`src/rtl/ffsr_binary_spike_tx.sv`:
```
// Spike-train transmitter for the flip-flop shift-register counter link.
// Converts a binary target into active-low inc/dec spikes. A local shadow of the
// remote count decides the direction and spike count, so there is no feedback path.
module ffsr_binary_spike_tx #(
   parameter int unsigned WIDTH     = 3,
   parameter int unsigned SPIKE_LOW = 1,
   parameter int unsigned GAP       = 1
) (
   input  logic             i_clk,
   input  logic             i_rst,
   input  logic             i_load,
   input  logic [WIDTH-1:0] i_target,
   output logic             o_inc,
   output logic             o_dec,
   output logic             o_busy,
   output logic             o_done,
   output logic [WIDTH-1:0] o_shadow
);

   // Phase timer is WIDTH+1 bits, but never narrower than 4 so any legal phase length fits
   localparam int unsigned TW = (WIDTH + 1 > 4) ? (WIDTH + 1) : 4;
   localparam logic [TW-1:0] LOW_LOAD  = TW'(SPIKE_LOW - 1);
   localparam logic [TW-1:0] HIGH_LOAD = TW'(GAP - 1);

   typedef enum logic [1:0] {
      S_IDLE = 2'd0,
      S_LOW  = 2'd1,
      S_HIGH = 2'd2,
      S_DONE = 2'd3
   } state_t;

   state_t           r_state;
   logic [WIDTH-1:0] r_tgt;
   logic [WIDTH-1:0] r_shadow;
   logic [TW-1:0]    r_timer;
   logic             r_up;
   logic             r_inc;
   logic             r_dec;
   logic             r_busy;
   logic             r_done;

   logic             w_tgt_eq;
   logic             w_tgt_up;
   logic [WIDTH-1:0] w_shadow_p1;
   logic [WIDTH-1:0] w_shadow_m1;

   // Request decode against the current shadow, plus the two neighbouring counts
   always_comb begin
      w_tgt_eq    = (i_target == r_shadow);
      w_tgt_up    = (i_target > r_shadow);
      w_shadow_p1 = r_shadow + WIDTH'(1);
      w_shadow_m1 = r_shadow - WIDTH'(1);
   end

   // Spike sequencer: shadow moves on the same edge that drops the spike line
   always_ff @(posedge i_clk) begin
      if (i_rst) begin
         r_state  <= S_IDLE;
         r_tgt    <= '0;
         r_shadow <= '0;
         r_timer  <= '0;
         r_up     <= 1'b0;
         r_inc    <= 1'b1;
         r_dec    <= 1'b1;
         r_busy   <= 1'b0;
         r_done   <= 1'b0;
      end else begin
         r_done <= 1'b0;
         case (r_state)
            S_IDLE, S_DONE: begin
               r_state <= S_IDLE;
               r_busy  <= 1'b0;
               r_inc   <= 1'b1;
               r_dec   <= 1'b1;
               if (i_load) begin
                  r_tgt <= i_target;
                  if (w_tgt_eq) begin
                     r_state <= S_DONE;
                     r_done  <= 1'b1;
                  end else begin
                     r_state <= S_LOW;
                     r_busy  <= 1'b1;
                     r_up    <= w_tgt_up;
                     r_timer <= LOW_LOAD;
                     if (w_tgt_up) begin
                        r_inc    <= 1'b0;
                        r_shadow <= w_shadow_p1;
                     end else begin
                        r_dec    <= 1'b0;
                        r_shadow <= w_shadow_m1;
                     end
                  end
               end
            end
            S_LOW: begin
               if (r_timer == '0) begin
                  r_state <= S_HIGH;
                  r_inc   <= 1'b1;
                  r_dec   <= 1'b1;
                  r_timer <= HIGH_LOAD;
               end else begin
                  r_timer <= r_timer - TW'(1);
               end
            end
            S_HIGH: begin
               if (r_timer != '0) begin
                  r_timer <= r_timer - TW'(1);
               end else if (r_shadow == r_tgt) begin
                  r_state <= S_DONE;
                  r_busy  <= 1'b0;
                  r_done  <= 1'b1;
               end else begin
                  r_state <= S_LOW;
                  r_timer <= LOW_LOAD;
                  if (r_up) begin
                     r_inc    <= 1'b0;
                     r_shadow <= w_shadow_p1;
                  end else begin
                     r_dec    <= 1'b0;
                     r_shadow <= w_shadow_m1;
                  end
               end
            end
            default: begin
               r_state <= S_IDLE;
               r_busy  <= 1'b0;
               r_inc   <= 1'b1;
               r_dec   <= 1'b1;
            end
         endcase
      end
   end

   // Registered outputs straight from state flops
   always_comb begin
      o_inc    = r_inc;
      o_dec    = r_dec;
      o_busy   = r_busy;
      o_done   = r_done;
      o_shadow = r_shadow;
   end

endmodule
```
`config.mk`:
```
export PLATFORM = sky130hd
export DESIGN_NAME = ffsr_binary_spike_tx
export DESIGN_NICKNAME = d
export VERILOG_FILES = /design/src/rtl/ffsr_binary_spike_tx.sv
export SDC_FILE = /design/constraint.sdc
export NUM_CORES = 1
export LEC_CHECK = 0
export ABC_AREA = 1
export ABC_CLOCK_PERIOD_IN_PS = 1600
export CAP_MARGIN = 20
export CORE_MARGIN = 10
export CORE_UTILIZATION = 45
export DETAILED_ROUTE_END_ITERATION = 10
export GPL_TIMING_DRIVEN = 1
export PLACE_DENSITY = 0.71
export SLEW_MARGIN = 20
export SYNTH_ARGS = -nofsm -noshare
export SYNTH_HDL_FRONTEND = slang
export SYNTH_SLANG_ARGS = --single-unit
```
`constraint.sdc`:
```
create_clock -name i_clk -period 1.6 [get_ports i_clk]
set_input_delay 0.16 -clock i_clk [delete_from_list [all_inputs] [get_ports i_clk]]
set_output_delay 0.16 -clock i_clk [all_outputs]
set_load 0.01 [all_outputs]
```
==> reports/results.ini <==
[clocking]
htreeDepth = 1
cts-root-buf = clkbuf_4
tritoncts.num_buffers = 3
postCtsSetupRepairBufs = 0
cts_tree = built
hold_buffers = 0
clock_path_buffers = 2
worstSkewPairLatency_ns = 0.30
clkTransAtPathRegs_ns = 0.10
clock-sinks = 17

[synthesis]
synth_adder_area_share_pct = 10.2
async_flop_share_pct = 0
synth.most_common_cell = nand2_1
ys_seq_area_share_pct = 30.8
synth_top_family_by_area = simple AND/OR/NAND/NOR gates
synth-compound-area-share_pct = 17.1
syn-num-nets = 168
synthCells = 153
yosys.area.top_type = dfxtp_1
synth_top_cell_area_share_pct = 30.8
synthMuxAreaShare_pct = 0
yosysWarningCount = 0
syn_avg_cell_area_sq_um = 7.23
synth_edf_count = 0
synth_area_sq_mm = 0.00111
ys.flop_type = dfxtp_1
ys_seq_elements = 17
yosys-top-cells-area = dfxtp_1 31%, nand2_1 11%, ha_1 10%
synthTopCellsByCount = 32 x nand2_1, 22 x inv_1, 17 x dfxtp_1, 12 x a21oi_1
synthXorXnorAreaFrac_pct = 2.38
synth_cell_types = 26
synth_simple_gate_area_share_pct = 30.5

[setup_path]
worst-r2r-cell-count = 10
reg2reg_slack_ns = 0.11
cp-end-kind = primary output
critPathMaxFanout = 6
startpoint_type = flop
worstPathArrival_ns = 1.36
timing.rr.start = o_shadow[2]
r2r-end = o_shadow[1]
crit_required_ns = 1.44
critical_path_class = reg2out

[global_routing]
grt_pass1_vias = 1075
grt_first_pass_wirelength_mm = 4.58
track_usage_pct = 10.9
grt_max_degree = 10
antenna_found_initial = 0
grt_overflow = 0

[pwr]
p_per_area_mw_per_mm2 = 1740
power_w = 0.00247
ir_drop_mv = 1.09
leakagePower_nw = 0.637

[run]
max-cap-violations = 0

[sta]
setup_viol = 0
worst_pin_slew_ns = 0.264
slew_violations = 0
final_hold_viol_count = 0
finalCritPeriodShare_pct = 94.9
max_freq_ghz = 0.659
slew_headroom_pct = 82.4
fin_skew_ns = 0.00632
post-route-min-period_ns = 1.52

[floorplan]
dieHeight_microns = 69.6
die_area_sq_mm = 0.00484
core_sq_mm = 0.00228
ios = 13
die_w_microns = 69.6
row_count = 17
start_util_pct = 48.6

[outcome]
status = completed

[min_path]
hold_end = r_timer[1]
hold_depth = 2
worstHoldStart = r_timer[1]
hold_class = reg2reg

[placement]
hpwlAfterDp_mm = 2.12
io_buffers = 12
place.gp.congestion = 0.859
dp_cells = 202

[finish]
drive_above_1_share_pct = 27.5
antennaDiodeCount = 0
syn_to_final_growth_pct = 27.8
layoutNonFillerInstCount = 206
nNetsFinal = 194
final_util_pct = 62.1
fillers = 201

[route]
drtIter0Drc = 43
num_vias = 1065
drc = 0
avgRoutedWirePerCell_microns = 13.0
drt_pass1_iterations = 4
viasPerCell = 5.17
drtAntennaViolNets = 0
routed_wirelength_mm = 2.67

==> how the worst max path moves through the flow <==
stage	from	endpoint	slack, ns	depth (start not counted)
floorplan	o_shadow[1]	o_shadow[2]	0.01	9
global placement	i_target[0]	o_shadow[1]	-0.19	12
detailed placement	i_target[0]	o_shadow[1]	-0.24	12
CTS	r_state[0]	o_dec	0.02	6
global route	o_shadow[2]	o_shadow[1]	-0.008	10
finish	o_shadow[0]	o_shadow[0]	0.08	2
==> cell type report <==
cell class / count / area [sq um] / area share [%]
Inverter: 24 / 90.1 / 6.37
Multi-Input combinational cell: 110 / 717 / 50.7
Clock buffer: 4 / 26.3 / 1.86
Tap cell: 28 / 35.0 / 2.48
Timing Repair Buffer: 23 / 203 / 14.3
Sequential cell: 17 / 343 / 24.2
==> cells in the final DEF (no fill, tap or decap), types with 6 or more instances in the layout <==
cell and n:
nand2_1 27, inv_1 21, dfxtp_1 15, nand2_2 14, clkdlybuf4s50_1 12, a21oi_1 11
buf_4 11, nand3_1 9, nor2_1 8, o21ai_0 6, ha_1 6
==> sequential cells by signal, indices dropped and copies added, names as in the netlist <==
signal,flops
r_up,1
o_done,1
o_inc,1
r_state,2
o_busy,1
o_shadow,3
r_tgt,3
o_dec,1
r_timer,4
==> metal layers <==
metal / wire length, microns / global-route usage (%) / up-vias
met5: 0 / 0 / -
met4: 42 / 4.21 / 0
met3: 123 / 2.85 / 5
met2: 1230 / 18.1 / 18
met1: 1280 / 12.9 / 493
li1: - / - / 549
==> power breakdown <==
part / leakage (nW) / switching, W / total [W] / internal [W]
combinational: 0.481 / 0.000882 / 0.00160 / 0.000718
sequential: 0.141 / 0.0000746 / 0.000623 / 0.000548
clock: 0.0150 / 0.000145 / 0.000242 / 0.0000973
==> cells by family (layout without fill, tap and decap cells) <==
logic type                 after synthesis  after routing
AOI/OAI and AO/OA                       32             32
xor gates and xnor gates                 3              3
adders and majority gates                9              9
buffers and inverters                   26             51
DFF                                     17             17
and+or+nand+nor                         66             66
==> critical path, stage by stage (launching register included) <==
cell and delay, ns:
dfxtp_1 0.37, buf_4 0.16, clkdlybuf4s50_1 0.54
==> what timing repair did <==
action	CTS	global route
resized for setup	2	12
endpoints found under the setup margin	2	10
pin swaps	0	2
==> per-stage QoR <==
step	setup TNS, ns	cell area [sq um]	setup slack [ns]	hold WS, ns
floorplan	0	1110	0.0125	0.353
global placement	-1.23	1340	-0.190	0.453
detailed placement	-1.63	1340	-0.239	0.460
CTS	0	1390	0.0179	0.478
global route	-0.00844	1410	-0.00844	0.497
finish	0	1410	0.0822	0.475
Note: power is estimated with default switching activity, not from simulation.
